File: config.mk
export PLATFORM = sky130hd
export DESIGN_NAME = capture_buffer
export DESIGN_NICKNAME = d
export VERILOG_FILES = /design/src/rtl/capture_buffer.sv
export SDC_FILE = /design/constraint.sdc
export NUM_CORES = 2
export LEC_CHECK = 0
export BUFFER_PORTS_ARGS = -buffer_cell sky130_fd_sc_hd__buf_4
export CAP_MARGIN = 10
export CORE_ASPECT_RATIO = 1.25
export CORE_UTILIZATION = 30
export DETAILED_ROUTE_END_ITERATION = 12
export PLACE_DENSITY = 0.4
export REMOVE_ABC_BUFFERS = 1
export SYNTH_ARGS = -nofsm -noshare
export SYNTH_HDL_FRONTEND = slang
export SYNTH_SLANG_ARGS = --single-unit
File: constraint.sdc
create_clock -name clk -period 7.3 [get_ports clk]
set_clock_uncertainty 0.05 [all_clocks]
set_input_delay 0.73 -clock clk [delete_from_list [all_inputs] [get_ports clk]]
set_output_delay 0.73 -clock clk [all_outputs]
set_load 0.005 [all_outputs]
File: src/rtl/capture_buffer.sv
// Circular sample capture memory that freezes one trigger-aligned frame for the display reader.
// Optional post-read re-arm holdoff is built in when CAPTURE_HOLDOFF_EN is defined.
module capture_buffer #(
    parameter int DATA_W    = 8,
    parameter int ADDR_W    = 8,
    parameter int PRE_DEPTH = 64,
    parameter int HOLDOFF   = 1000
) (
    input  logic              clk,
    input  logic              rst,
    input  logic [DATA_W-1:0] sample,
    input  logic              sample_valid,
    input  logic              trigger,
    input  logic              run,
    input  logic              single,
    output logic              rst_trig,
    output logic              frame_ready,
    input  logic [ADDR_W-1:0] rd_addr,
    output logic [DATA_W-1:0] rd_data,
    input  logic              rd_done,
    output logic [2:0]        state
);

    localparam int DEPTH      = 1 << ADDR_W;
    localparam int POST_DEPTH = DEPTH - PRE_DEPTH;
    localparam logic [ADDR_W-1:0] PRE_LAST   = ADDR_W'(PRE_DEPTH - 1);
    localparam logic [ADDR_W-1:0] POST_LAST  = ADDR_W'(POST_DEPTH - 1);
    localparam logic [ADDR_W-1:0] PRE_OFFSET = ADDR_W'(PRE_DEPTH);
    localparam bit PARAMS_OK = (PRE_DEPTH >= 1) && (PRE_DEPTH < DEPTH) && (HOLDOFF >= 1);

    if (!PARAMS_OK) begin : g_bad_params
        $error("capture_buffer: PRE_DEPTH must be 1..DEPTH-1 and HOLDOFF >= 1");
    end

    typedef enum logic [2:0] {
        S_IDLE    = 3'd0,
        S_FILL    = 3'd1,
        S_ARMED   = 3'd2,
        S_POST    = 3'd3,
        S_HOLD    = 3'd4,
        S_HOLDOFF = 3'd5
    } state_t;

    state_t state_q;
    state_t state_next;

    logic [DATA_W-1:0] mem [DEPTH];
    logic [ADDR_W-1:0] wr_ptr;
    logic [ADDR_W-1:0] pre_cnt;
    logic [ADDR_W-1:0] post_cnt;
    logic [ADDR_W-1:0] start_ptr;
    logic [ADDR_W-1:0] rd_index;
    logic              single_q;
    logic              wr_en;
    logic              holdoff_done;

`ifdef CAPTURE_HOLDOFF_EN
    localparam int HO_W = $clog2(HOLDOFF + 1);
    localparam logic [HO_W-1:0] HO_LAST = HO_W'(HOLDOFF - 1);
    logic [HO_W-1:0] holdoff_cnt;

    always_ff @(posedge clk) begin
        if (rst || state_q != S_HOLDOFF) begin
            holdoff_cnt <= '0;
        end else if (sample_valid) begin
            holdoff_cnt <= holdoff_cnt + 1'b1;
        end
    end

    assign holdoff_done = sample_valid && (holdoff_cnt == HO_LAST);
`else
    assign holdoff_done = 1'b0;
`endif

    always_ff @(posedge clk) begin
        if (rst) begin
            state_q <= S_IDLE;
        end else begin
            state_q <= state_next;
        end
    end

    // Trigger wins over an abort in ARMED; POST always runs the frame to completion.
    always_comb begin
        state_next = state_q;
        wr_en      = 1'b0;
        case (state_q)
            S_IDLE: begin
                if (run) state_next = S_FILL;
            end
            S_FILL: begin
                wr_en = sample_valid;
                if (!run) begin
                    state_next = S_IDLE;
                end else if (sample_valid && pre_cnt == PRE_LAST) begin
                    state_next = S_ARMED;
                end
            end
            S_ARMED: begin
                wr_en = sample_valid;
                if (trigger) begin
                    state_next = (sample_valid && POST_DEPTH == 1) ? S_HOLD : S_POST;
                end else if (!run) begin
                    state_next = S_IDLE;
                end
            end
            S_POST: begin
                wr_en = sample_valid;
                if (sample_valid && post_cnt == POST_LAST) state_next = S_HOLD;
            end
            S_HOLD: begin
                if (rd_done) begin
                    if (single_q || !run) begin
                        state_next = S_IDLE;
                    end else begin
`ifdef CAPTURE_HOLDOFF_EN
                        state_next = S_HOLDOFF;
`else
                        state_next = S_FILL;
`endif
                    end
                end
            end
`ifdef CAPTURE_HOLDOFF_EN
            S_HOLDOFF: begin
                if (!run) begin
                    state_next = S_IDLE;
                end else if (holdoff_done) begin
                    state_next = S_FILL;
                end
            end
`endif
            default: state_next = S_IDLE;
        endcase
    end

    // The trigger sample sits at start_ptr + PRE_DEPTH, so only the frame start is kept.
    always_ff @(posedge clk) begin
        if (rst) begin
            wr_ptr      <= '0;
            pre_cnt     <= '0;
            post_cnt    <= '0;
            start_ptr   <= '0;
            single_q    <= 1'b0;
            rst_trig    <= 1'b0;
            frame_ready <= 1'b0;
        end else begin
            rst_trig    <= (state_next == S_FILL) && (state_q != S_FILL);
            frame_ready <= (state_next == S_HOLD);
            if (wr_en) wr_ptr <= wr_ptr + 1'b1;
            if (state_q == S_IDLE && state_next == S_FILL) single_q <= single;

            if (state_q != S_FILL) begin
                pre_cnt <= '0;
            end else if (sample_valid) begin
                pre_cnt <= pre_cnt + 1'b1;
            end

            case (state_q)
                S_ARMED: post_cnt <= {{(ADDR_W-1){1'b0}}, sample_valid};
                S_POST:  if (sample_valid) post_cnt <= post_cnt + 1'b1;
                default: post_cnt <= '0;
            endcase

            if (state_q == S_ARMED && trigger) start_ptr <= wr_ptr - PRE_OFFSET;
        end
    end

    always_ff @(posedge clk) begin
        if (wr_en && !rst) mem[wr_ptr] <= sample;
    end

    assign rd_index = start_ptr + rd_addr;

    always_ff @(posedge clk) begin
        if (rst) begin
            rd_data <= '0;
        end else begin
            rd_data <= mem[rd_index];
        end
    end

    assign state = state_q;

endmodule
==> metrics.md <==
| Metric | Value |
|---|---|
| Post-synthesis xor/xnor area fraction | `0.00278` |
| Syn Inst Count | `between 3,000 and 4,000` |
| Final #Nets | `between 3,000 and 4,000` |
| DRC | `0` |
| TritonCTS Buffers | `between 200 and 250` |
| Dpl hpwl | `140 mm` |
| Number of global-route vias before repair | `39,485` |
| Maximum clock rate | `between 0.15 and 0.2 GHz` |
| Largest family of logic cells by synthesized area | `multiplexers` |
| Setup TNS | `0 ps` |
| CP Depth | `10` |
| Initial Utilization | `0.302` |
| Root Driver | `clkbuf_16` |
| R2r endpoint | `rd_data[6]$_SDFF_PP0_` |
| Number of H-tree levels | `4` |
| Initial DRT Pass Iterations | `6` |
| Yosys reg bits | `2,094` |
| Total Wirelength | `~230 mm` |
| Data required time of the critical path | `about 8000 ps` |
| Slew @ Worst Pin | `~1200 ps` |
| Switching Fraction | `0.217` |
| Gr usage total | `0.171` |
| Flop pwr share | `0.518` |
| Hold path depth | `4` |
| Initial antenna violation count | `12` |
| Post-Synth Simple-Gate Area | `0.0266` |
| Setup CP Type | `reg -> reg` |
| Synth Area in Adders | `0.00286` |
| CP cell instances | `ha_1, a211oi_2, or2_1, nand2_8, buf_4, buf_4, mux4_2, a22o_1, o21ai_1, nand4_1` |
| Mux contribution to synthesized area | `0.176` |
| CTS clock-pin slew for the worst setup and hold paths | `60 ps` |
| Clock network power share | `0.434` |
| MaxCap Viol Count | `0` |
| R2r setup slk | `between 2000 and 2500 ps` |
| Critical Path Start | `start_ptr[1]$_SDFFE_PP0P_` |
| Internal | `20.0 mW` |
| Number of clock sinks | `between 2,000 and 2,500` |
| Largest net degree at the start of global routing | `170` |
| CP endpoint kind | `register` |
| Crit-path most repeated cell | `buf_4` |
| Net load switching power | `roughly 5.5 mW` |
| Clk buf depth | `4` |
| Vias/cell | `a little under 5` |
| Final period utilization | `0.702` |
| Row cnt | `approximately 210` |
| GPL Wtd Cong | `roughly 0.75` |
| CP Launch Type | `register` |
| First-pass GRT wire length | `about 330 mm` |
| Synth warnings | `0` |
| # fillers | `between 20,000 and 30,000` |
| Compound-Gate Fraction of Synth Area | `0.0130` |
| Pwr Density | `273 nW/um^2` |
| Delay-heaviest family, CP | `simple AND/OR/NAND/NOR gates` |
| Top FF cell, synth | `edfxtp_1` |
| Slew Limit Fails | `0` |
| Worst slew margin | `0.190` |
| Worst path bufs/invs | `2` |
| Count leader, synth | `edfxtp_1` |
| Leakage | `around 28 nW` |
| Minimum clock period | `~5100 ps` |
| Maximum vdd drop | `0.183 mV` |
| Top cells by instance count after synthesis | `edfxtp_1 (2,048), mux4_2 (627), nor2_1 (309), clkbuf_1 (129), nand2_1 (86)` |
| Area contributors post-synth | `edfxtp_1 (76%), mux4_2 (17%), nor2_1 (1.4%)` |
| CP max FO | `40` |
| Area growth from synthesis to layout | `14.8%` |
| Mapped Area | `81,400 um^2` |
| Area of placed instances | `86,400 um^2` |
| Design area | `slightly above 90,000 um^2` |
| Hold Slack | `about 230 ps` |
| Area of the multi-input gates | `~18,000 um^2` |
| Routed Antenna Nets | `0` |
| Number of synthesized flops with an enable pin | `around 2,000` |
| Detailed-route via count | `around 37,000` |
| Wire per inst | `31.2 um` |
| Clock Latency Late Sink | `900 ps` |
| Area share of the largest cell type after synthesis | `0.756` |
| CTS resizes | `0` |
| Final Hold Viols | `0` |
| Die Wd | `468 um` |
| Core box area | `approximately 270,000 um^2` |
| Crit path capture | `rd_data[6]$_SDFF_PP0_` |
| Seq/Total Area, Yosys | `0.767` |
| CTS tree | `done` |
| Die ar. | `approximately 270,000 um^2` |
| Initial DRC Count | `approximately 3,200` |
| Avg Cell Area, Syn | `roughly 22 um^2` |
| Synth cell types | `63` |
| R2r startpoint | `start_ptr[1]$_SDFFE_PP0P_` |
| Power consumption | `around 25 mW` |
| Fraction of registers with async set/reset | `0` |
| FF+latch area | `approximately 62,000 um^2` |
| Unrepaired setup endpoints after global routing | `false` |
| Combinational Power Share | `0.048` |
| Hold Crit Class | `in -> reg` |
| Global route overflow | `0` |
| Layout cells sized above 1 | `0.282` |
| Port bufs | `35` |
| Reg2reg path depth | `10` |
| Die Y | `between 500 and 600 um` |
| Cell total after placement | `7,105` |
| Status | `finished clean` |
| I/O pin count | `36` |
| Setup Viol. Count Final | `0` |
| Final Instance Count excl. Fillers | `~7,500` |
| Synth area leader | `edfxtp_1` |
| WP data arrival | `between 5000 and 6000 ps` |
| Slowest-stage cell, CP | `or2_1` |
| Max incr delay on CP | `between 800 and 900 ps` |
## tightest hold or removal path, delay by kind of cell
| family | cells | cell delay, ps |
|---|---|---|
| compound gates | 2 | 130 |
| buf+inv | 1 | 90 |
| simple gates | 1 | 160 |
## power by group through the flow
stage | Combinational, mW | Clock (mW) | Sequential, mW
2_1_floorplan | 1.12 | 0 | 13.5
3_3_place_gp | 1.26 | 0 | 13.5
3_5_place_dp | 1.26 | 0 | 13.5
4_1_cts | 1.26 | 11.4 | 13.2
5_1_grt | 1.29 | 11.8 | 13.2
6_report | 1.21 | 11.1 | 13.2
## final cells by class
cell class	instances	share of cell area
sequential	2094	0.668
clock inverter	120	0.0114
antenna	4	0.000107
clock buffer	278	0.0630
inverter	6	0.000241
tap	3547	0.0475
timing repair buffer	130	0.0151
multi-input combinational	1331	0.195
## stage by stage
step	setup WS [ps]	util
6_report	2170	0.346
5_1_grt	1950	0.346
4_1_cts	2170	0.346
3_5_place_dp	1630	0.320
3_3_place_gp	1610	0.320
2_1_floorplan	-14650	-
## cell families after synthesis
logic type / after synthesis
DFF: 2094
muxes: 647
xor gates and xnor gates: 25
AOI/OAI and AO/OA: 133
adders and majority gates: 18
and+or+nand+nor: 508
buffers and inverters: 219
## state kept, by name (all words and copies together), names as in the netlist
name,cells
single_q,1
start_ptr,8
rd_data,8
post_cnt,8
wr_ptr,8
frame_ready,1
pre_cnt,8
rst_trig,1
mem,2048
state,3
## layer usage
| layer | up-vias | wire length, um | track usage | part of all wire |
|---|---|---|---|---|
| met1 | 20583 | 97900 | 0.223 | 0.42 |
| met3 | 276 | 9900 | 0.0252 | 0.042 |
| met4 | 0 | 5260 | 0.0406 | 0.022 |
| met2 | 793 | 121000 | 0.300 | 0.52 |
| met5 | - | 0 | 0 | 0 |
| li1 | 15610 | - | - | - |
## worst min-delay path by stage
stage	startpoint	end	slack [ps]
CTS	run	state[0]$_SDFF_PP0_	150
finish	run	state[0]$_SDFF_PP0_	230
global route	sample_valid	pre_cnt[0]$_SDFFE_PP0P_	230
floorplan	start_ptr[0]$_SDFFE_PP0P_	start_ptr[0]$_SDFFE_PP0P_	380
detailed placement	start_ptr[3]$_SDFFE_PP0P_	start_ptr[3]$_SDFFE_PP0P_	410
global placement	start_ptr[5]$_SDFFE_PP0P_	start_ptr[5]$_SDFFE_PP0P_	410
## what timing repair did
item | CTS | global route
setup buffers | 0 | 0
hold buffers | 1 | 0
hold endpoints to repair | 1 | 0
## cells in the final DEF (no fill, tap or decap), drive strengths merged, types with 5 or more instances in the layout
| cell | synthesis | final |
|---|---|---|
| a2111oi | 16 | 16 |
| a211o | 8 | 8 |
| a211oi | 7 | 7 |
| a21oi | 11 | 11 |
| a22o | 28 | 28 |
| a311oi | 8 | 8 |
| and2 | 14 | 14 |
| and3 | 5 | 5 |
| buf | 84 | 129 |
| bufinv | 0 | 18 |
| clkbuf | 129 | 278 |
| clkinv | 0 | 89 |
| clkinvlp | 0 | 9 |
| dfxtp | 46 | 46 |
| edfxtp | 2048 | 2048 |
| ha | 17 | 17 |
| inv | 6 | 10 |
| mux2 | 17 | 17 |
| mux4 | 627 | 627 |
| nand2 | 87 | 87 |
| nand2b | 15 | 15 |
| nand3 | 25 | 25 |
| nand4 | 15 | 15 |
| nor2 | 309 | 309 |
| nor2b | 13 | 13 |
| nor3 | 8 | 8 |
| o2111ai | 9 | 9 |
| o211ai | 9 | 9 |
| o21ai | 20 | 20 |
| or2 | 5 | 5 |
| xnor2 | 11 | 11 |
| xor2 | 14 | 14 |
Note: power is estimated with default switching activity, not from simulation.
